--- src/rtl/uart_pkg.sv ---
// uart_pkg: shared state type, default bit timing and sampling helper for the UART receive path
package uart_pkg;

    typedef enum logic [1:0] {IDLE, START, DATA, STOP} rx_state_t;

    // 50 MHz / 115200 baud
    localparam int CLKS_PER_BIT_DEF = 434;

    function automatic logic maj3(input logic a, input logic b, input logic c);
        return (a & b) | (a & c) | (b & c);
    endfunction

endpackage

--- src/rtl/uart_rx_framer_rx_sync.sv ---
// rx_sync: two-flop synchronizer for the asynchronous rx pin
//   clk   in  system clock
//   reset in  async active-low reset; both flops preset to the idle-high line level
//   rx    in  raw serial line
//   rx_s  out synchronized line, two cycles behind rx
module rx_sync (
    input  logic clk,
    input  logic reset,
    input  logic rx,
    output logic rx_s
);

    logic s1;

    always_ff @(posedge clk or negedge reset)
        if (!reset) {rx_s, s1} <= 2'b11;
        else        {rx_s, s1} <= {s1, rx};

endmodule

--- src/rtl/uart_rx_framer.sv ---
// uart_rx_framer: 8N1 LSB-first UART receiver with valid/ack byte handshake
//   clk       in  system clock
//   reset     in  async active-low reset
//   init      in  sync soft clear: abandon frame, go idle, clear flags
//   rx        in  serial line, idles high
//   out_data  out received byte, stable while rx_valid
//   rx_valid  out byte available, held until rx_ack
//   rx_ack    in  consumer took out_data
//   frame_err out one-cycle pulse when the stop bit samples low
//   overrun   out sticky, a byte completed while rx_valid was still set
//   busy      out receiver is inside a frame
module uart_rx_framer
    import uart_pkg::*;
#(
    parameter int CLKS_PER_BIT = CLKS_PER_BIT_DEF
) (
    input  logic       clk,
    input  logic       reset,
    input  logic       init,
    input  logic       rx,
    output logic [7:0] out_data,
    output logic       rx_valid,
    input  logic       rx_ack,
    output logic       frame_err,
    output logic       overrun,
    output logic       busy
);

    localparam int HALF_BIT = CLKS_PER_BIT / 2;
    localparam int CW = $clog2(CLKS_PER_BIT) + 1;

    rx_state_t state, next_state;
    logic rx_s, prev_rx_s, prev2_rx_s;
    logic [CW-1:0] cnt;
    logic [2:0] bit_idx;
    logic [7:0] shreg;
    logic sample, tick, last_bit, stop_ok, stop_bad, clr_cnt;

    rx_sync u_sync (
        .clk  (clk),
        .reset(reset),
        .rx   (rx),
        .rx_s (rx_s)
    );

    // Majority over the last three rx_s values; at a tick these straddle the bit centre.
    assign sample = maj3(prev2_rx_s, prev_rx_s, rx_s);

    // The start decision lands one count past the half-bit centre. Data/stop decisions
    // land CLKS_PER_BIT cycles after the previous decision, keeping every later window
    // centred on its bit.
    assign tick = (state == START) ? (cnt == CW'(HALF_BIT + 1)) : (cnt == CW'(CLKS_PER_BIT - 1));
    assign last_bit = bit_idx == 3'd7;

    always_ff @(posedge clk or negedge reset)
        if (!reset) state <= IDLE;
        else        state <= next_state;

    always_comb begin
        next_state = state;
        case (state)
            IDLE:  next_state = (prev_rx_s && !rx_s) ? START : IDLE;
            START: next_state = tick ? (sample ? IDLE : DATA) : START;
            DATA:  next_state = (tick && last_bit) ? STOP : DATA;
            STOP:  next_state = tick ? IDLE : STOP;
            default: next_state = IDLE;
        endcase
        if (init) next_state = IDLE;
    end

    always_comb begin
        busy     = state != IDLE;
        stop_ok  = (state == STOP) && tick && sample;
        stop_bad = (state == STOP) && tick && !sample;
        clr_cnt  = (state == IDLE) || tick;
    end

    always_ff @(posedge clk or negedge reset)
        if (!reset) {prev2_rx_s, prev_rx_s} <= 2'b11;
        else        {prev2_rx_s, prev_rx_s} <= {prev_rx_s, rx_s};

    always_ff @(posedge clk or negedge reset)
        if (!reset) begin
            cnt       <= '0;
            bit_idx   <= '0;
            shreg     <= '0;
            out_data  <= '0;
            rx_valid  <= 1'b0;
            frame_err <= 1'b0;
            overrun   <= 1'b0;
        end else if (init) begin
            cnt       <= '0;
            bit_idx   <= '0;
            rx_valid  <= 1'b0;
            frame_err <= 1'b0;
            overrun   <= 1'b0;
        end else begin
            cnt       <= clr_cnt ? '0 : cnt + 1'b1;
            frame_err <= stop_bad;
            if (state == START)
                bit_idx <= '0;
            if (state == DATA && tick) begin
                shreg   <= {sample, shreg[7:1]};
                bit_idx <= bit_idx + 1'b1;
            end
            // An ack in the same cycle as a completion frees the slot for the new byte.
            if (stop_ok && (!rx_valid || rx_ack)) begin
                out_data <= shreg;
                rx_valid <= 1'b1;
            end else if (rx_ack) begin
                rx_valid <= 1'b0;
            end
            if (stop_ok && rx_valid && !rx_ack)
                overrun <= 1'b1;
        end

endmodule

--- config.mk ---
export PLATFORM = sky130hd
export DESIGN_NAME = uart_rx_framer
export DESIGN_NICKNAME = d
export VERILOG_FILES = /design/src/rtl/uart_pkg.sv /design/src/rtl/uart_rx_framer_rx_sync.sv /design/src/rtl/uart_rx_framer.sv
export SDC_FILE = /design/constraint.sdc
export NUM_CORES = 1
export LEC_CHECK = 0
export BUFFER_PORTS_ARGS = -buffer_cell sky130_fd_sc_hd__buf_2
export CAP_MARGIN = 15
export CORE_MARGIN = 2
export CORE_UTILIZATION = 55
export DETAILED_ROUTE_END_ITERATION = 6
export GPL_TIMING_DRIVEN = 0
export PLACE_DENSITY = 0.75
export SLEW_MARGIN = 40
export SYNTH_ARGS = -nofsm -noshare
export SYNTH_HDL_FRONTEND = slang
export SYNTH_SLANG_ARGS = --single-unit
export TNS_END_PERCENT = 30
--- constraint.sdc ---
create_clock -name clk -period 7.25 [get_ports clk]
set_clock_uncertainty 0.15 [all_clocks]
set_input_delay 0.3625 -clock clk [delete_from_list [all_inputs] [get_ports clk]]
set_output_delay 0.3625 -clock clk [all_outputs]
set_load 0.03 [all_outputs]
# ---- Word level (Yosys, flattened, before mapping)
# Index checks and enable logic that the tools add are counted.
dict set report totals {
  reg_bits 38
  latchBits 0
  mem_bits_rw 0
  mem_bits_ro 0
  in_bits 5
  out_inout_bits 12
  elab_cells 67
  n_memories 0
}
dict set report classes {
  n_addsub 2
  mul 0
  div_mod_pow 0
  n_lt_le_gt_ge 0
  eq_ne 6
  n_shift 0
  mux 19
  bitwise 6
  reduce_logical 22
}
# op count
set ops {}
lappend ops {{two-way mux 10 bit} 2}
lappend ops {{adder 10 x 1 -> 10 bit (second input constant)} 1}
lappend ops {{equality test 10 x 8 -> 1 bit (second input constant)} 1}
lappend ops {{equality test 10 x 9 -> 1 bit (second input constant)} 1}
lappend ops {{logical AND 1 bit} 9}
lappend ops {{two-way mux 1 bit} 9}
lappend ops {{two-way mux 3 bit} 3}
lappend ops {{two-way mux 2 bit} 4}
lappend ops {{one-hot mux 2 bit (4 select lines)} 1}
lappend ops {{nonzero test 3 bit} 2}
lappend ops {{equality test 2 bit (second input constant)} 2}
lappend ops {{zero test 1 bit} 4}
lappend ops {{AND reduction 2 bit} 2}
lappend ops {{nonzero test 2 bit} 2}
lappend ops {{adder 3 x 1 -> 3 bit (second input constant)} 1}
lappend ops {{AND 1 bit} 3}
lappend ops {{equality test 3 bit (second input constant)} 1}
lappend ops {{equality test 2 x 1 -> 1 bit (second input constant)} 1}
lappend ops {{zero test 2 bit} 1}
lappend ops {{logical OR 1 bit} 2}
lappend ops {{OR 1 bit} 2}
lappend ops {{NOT 1 bit} 1}

# ---- Depth between registers and ports, before layout
dict set report logic_depth {
  ltp_word 8
  mapped_depth 6
  mapped_depth_nobuf 5
}

# ---- By module
# Synthesis repeated with hierarchy kept, for this count alone.
dict set report hier_totals {
  cells_unflattened 153
  hier_area_um2 1803.0
}
# module instances cells_per_inst area_each_um2 seq_area_each_um2
set by_module_without_submodules {}
lappend by_module_without_submodules {uart_rx_framer 1 151 1750.4 903.4}
lappend by_module_without_submodules {rx_sync 1 2 52.6 52.6}

# ---- Least setup slack after synthesis
# Ideal clock, no wire load.
dict set report synth_timing {
  path_kind {register -> register}
  start {register state[1]}
  end {register out_data[0]}
  setup_time_ns 0.125
  arrival_ns 2.002
  t_required_ns 6.975
  setup_slack_ns 4.973
  path_stages_with_launch 5
  path_buffers 0
  period_less_slack_ns 2.277
  cell_sequence {dfrtp_1 > nand2b_1 > or4_4 > a2111oi_4 > mux2_2}
}
dict set report synth_between {
  elab_chain_len 6
  elab_cells_between_ends 7
  classes_between {2 x eq/ne; 1 x mux; 4 x reduce/logical}
}
# element line_no
set synth_rtl {}
lappend synth_rtl {{start, declared} uart_rx_framer.sv:32} ;# rx_state_t state, next_state;
lappend synth_rtl {{start signal, assigned} uart_rx_framer.sv:57} ;# else state <= next_state;
lappend synth_rtl {{equality test 2 x 1 -> 1 bit} uart_rx_framer.sv:52} ;# assign tick = (state == START) ? (cnt == CW'(HALF_BIT + 1)) : (cnt == CW'(CLKS_PER_BIT - 1));
lappend synth_rtl {{two-way mux 1 bit} uart_rx_framer.sv:52}
lappend synth_rtl {{logical AND 1 bit (*) (2 in a row)} uart_rx_framer.sv:73} ;# stop_ok = (state == STOP) && tick && sample;
lappend synth_rtl {{logical AND 1 bit (*)} uart_rx_framer.sv:107} ;# if (stop_ok && (!rx_valid || rx_ack)) begin
lappend synth_rtl {{AND reduction 2 bit (no source line) (*)} -}
lappend synth_rtl {{end signal, assigned} uart_rx_framer.sv:108} ;# out_data <= shreg;
lappend synth_rtl {{end, declared} uart_rx_framer.sv:21} ;# output logic [7:0] out_data,
# Every way passes the cells marked *; elsewhere a longest branch is shown, timed or not.
# A chain may end at the register's enable or synchronous reset.

# ---- Final worst setup path
dict set report layout_timing {
  start {register cnt[0]}
  end {register out_data[3]}
}
dict set report layout_between {
  elab_chain_len 6
  elab_cells_between_ends 7
  classes_between {2 x eq/ne; 1 x mux; 4 x reduce/logical}
}
# element line_no
set layout_rtl {}
lappend layout_rtl {{start, declared} uart_rx_framer.sv:34} ;# logic [CW-1:0] cnt;
lappend layout_rtl {{start signal, assigned} uart_rx_framer.sv:98} ;# cnt <= clr_cnt ? '0 : cnt + 1'b1;
lappend layout_rtl {{equality test 10 x 9 -> 1 bit or equality test 10 x 8 -> 1 bit (tied branches)} uart_rx_framer.sv:52}
lappend layout_rtl {{two-way mux 1 bit (*)} uart_rx_framer.sv:52}
lappend layout_rtl {{logical AND 1 bit (*) (2 in a row)} uart_rx_framer.sv:73}
lappend layout_rtl {{logical AND 1 bit (*)} uart_rx_framer.sv:107}
lappend layout_rtl {{AND reduction 2 bit (no source line) (*)} -}
# Marks and branches as above.

==> results_dict.tcl <==
set metrics [dict create \
    clkSinkCount 38 \
    yosys_warnings 0 \
    design_area_um2 2040 \
    critPathCaptureType "flop" \
    drive_gt1_share_pct 30.2 \
    synth_seq_cells 38 \
    slew_headroom_pct 50.5 \
    dpl.hpwl_mm 2.37 \
    routabilityCongestion 0.809 \
    reg2regPathDepth 4 \
    design.die.area_um2 3760 \
    crit_required_ns 7.35 \
    power.density_nw_per_um2 171 \
    grt_pass1_wl_mm 5.73 \
    clkTransAtPathRegs_ns 0.11 \
    first_global_vias 1207 \
    drtIter0Drc 26 \
    fin_setup_tns_ns 0 \
    clockRootBuffer "clkbuf_4" \
    grt_overflow 0 \
    cts_tree "done" \
    hp-class "primary input to flop" \
    r2r_setup_slack_ns 4.69 \
    clk_path_buf_depth 2 \
    arrival_ns 2.66 \
    synth_edf_count 0 \
    pin_count 17 \
    start_kind "flop" \
    ir_worst_vdd_v 0.000126 \
    post_cts.repair.setup_buffers 0 \
    via_per_inst 5.57 \
    post_dp_cell_area_um2 1950 \
    period_share_pct 35.3 \
    rsz0062_at_grt "false" \
    row_count 20 \
    syn-instance-count 153 \
    route.vias.total 1243 \
    drt_pre_antenna_iters 4 \
    start_util_pct 58.7 \
    area_growth_pct 13.0 \
    ys_types 41 \
    worstSkewPairLatency_ns 0.35 \
    grt_antenna_before_repair 0 \
    numPortBuffers 16 \
    wl_per_cell_um 15.1 \
    drt_wl_total_mm 3.36 \
    crit_type "flop to flop" \
    cts-buffers-inserted 5 \
    ys.flop_type "dfrtp_1" \
    h-tree-depth 2 \
    status "finished clean" \
    syn-cell-area_um2 1810 \
    grt_usage_pct 21.6 \
    diodes 0 \
    grt_start_max_net_pins 39 \
    min_period_ns 2.56 \
    slew_viol_final 0 \
    drtAntennaViolNets 0 \
    synthArstFlopShare_pct 100 \
    fp.dieW_um 61.3 \
    max_freq_ghz 0.391 \
    p_leak_nw 0.917 \
    core_area_um2 3080 \
    ys_seq_area_share_pct 52.9 \
    syn_nets 161 \
    drc 0 \
    nFillCells 253 \
    r2r_end "out_data[3]" \
    hold_violations 0 \
    cp_max_fo 8 \
    setup_viol 0 \
    min_to "rx_valid" \
    syn_area_per_cell_um2 11.8 \
    layout.nets 186 \
    worst_pin_slew_ns 0.732 \
    min_from "rx_ack" \
    maxCapViolations 0 \
    holdPathStages 3 \
    die_h_um 61.3 \
    rr_startpoint "cnt[0]" \
]
## kinds of logic (layout without fill, tap and decap cells)
logic type      after synthesis  in the layout  share of synthesized area, %
mux                          17             17                          10.6
compound gates               19             19                          8.66
buf+inv                       8             34                          2.29
simple gates                 59             59                          19.0
flops                        38             38                          52.9
xor+xnor                      8              8                          3.88
fa+ha+maj                     4              4                          2.63
## flip-flops by register name, summed over array words and instances, names as in the netlist
signal       flops
rx_valid         1
out_data         8
prev_rx_s        1
cnt             10
shreg            8
state            2
bit_idx          3
prev2_rx_s       1
frame_err        1
u_sync.s1        1
u_sync.rx_s      1
overrun          1
## timing repair
item | in CTS | in global routing
hold buffers | 2 | 0
hold endpoints to repair | 35 | 0
resized for setup | 0 | 0
## synthesized netlist by cell type, types with 4 or more instances
master	count	area share, %
dfrtp_1	34	47
dfstp_2	4	5.8
mux2_2	17	11
nand2_1	6	1.2
nand3_1	6	1.7
nor2_1	7	1.5
nor2b_1	5	1.7
nor3_1	13	3.6
o211ai_1	5	2.1
o21ai_0	4	1.1
xnor2_1	5	2.4
## report_power, final
group	total [mW]	internal (mW)	leakage, nW	switching, mW
combinational	0.0147	0.00442	0.367	0.0103
clock	0.118	0.0466	0.0343	0.0711
sequential	0.216	0.215	0.516	0.00140
## worst max-delay path by stage
stage | slack (ns) | end | depth (start not counted) | from
after global routing | 4.54 | out_data[5] | 4 | cnt[3]
after floorplan | 4.97 | out_data[0] | 4 | state[1]
after global placement | 4.74 | shreg[3] | 4 | cnt[0]
final | 4.69 | out_data[3] | 4 | cnt[0]
after CTS | 4.68 | out_data[3] | 4 | cnt[0]
after detailed placement | 4.72 | out_data[3] | 4 | cnt[0]
## worst max-delay path: stages, from the launching register on
cell and delay [ns]:
dfrtp_1 0.48, nand4b_1 0.25, or4_4 0.48, a2111oi_4 0.69, mux2_2 0.41
## per-stage QoR
step / std cells / total power [mW] / util (%) / hold slack, ns / setup slack [ns]
after global placement: 213 / 0.233 / 63.1 / 0.198 / 4.74
after CTS: 223 / 0.355 / 66.2 / 0.120 / 4.68
final: 223 / 0.348 / 66.3 / 0.145 / 4.69
after floorplan: 153 / 0.226 / - / -0.0831 / 4.97
after detailed placement: 213 / 0.234 / 63.5 / 0.200 / 4.72
after global routing: 223 / 0.367 / 66.3 / 0.143 / 4.54
## cell usage in the layout (no fill, tap or decap), types with 4 or more instances in the layout
cell type	instances
dfrtp_1	34
mux2_2	17
buf_2	15
nor3_1	13
nor2_1	7
nand2_1	6
nand3_1	6
xnor2_1	5
o211ai_1	5
nor2b_1	5
clkbuf_4	5
o21ai_0	4
dfstp_2	4
## cell type report
cell class / count / area, um2 / share of cell area (%)
Sequential cell: 38 / 956 / 46.8
Multi-Input combinational cell: 107 / 822 / 40.3
Timing Repair Buffer: 18 / 103 / 5.03
Tap cell: 44 / 55.1 / 2.70
Clock buffer: 6 / 51.3 / 2.51
Buffer: 6 / 33.8 / 1.66
Clock inverter: 2 / 12.5 / 0.613
Inverter: 2 / 7.51 / 0.368
## per-layer routing
metal	track usage, %	vias up	share of wire (%)
li1	-	604	-
met1	26.7	613	43
met2	35.4	19	51
met3	6.30	7	3.4
met4	8.70	0	1.9
met5	0	-	0
Power figures use the tool's default switching activity.
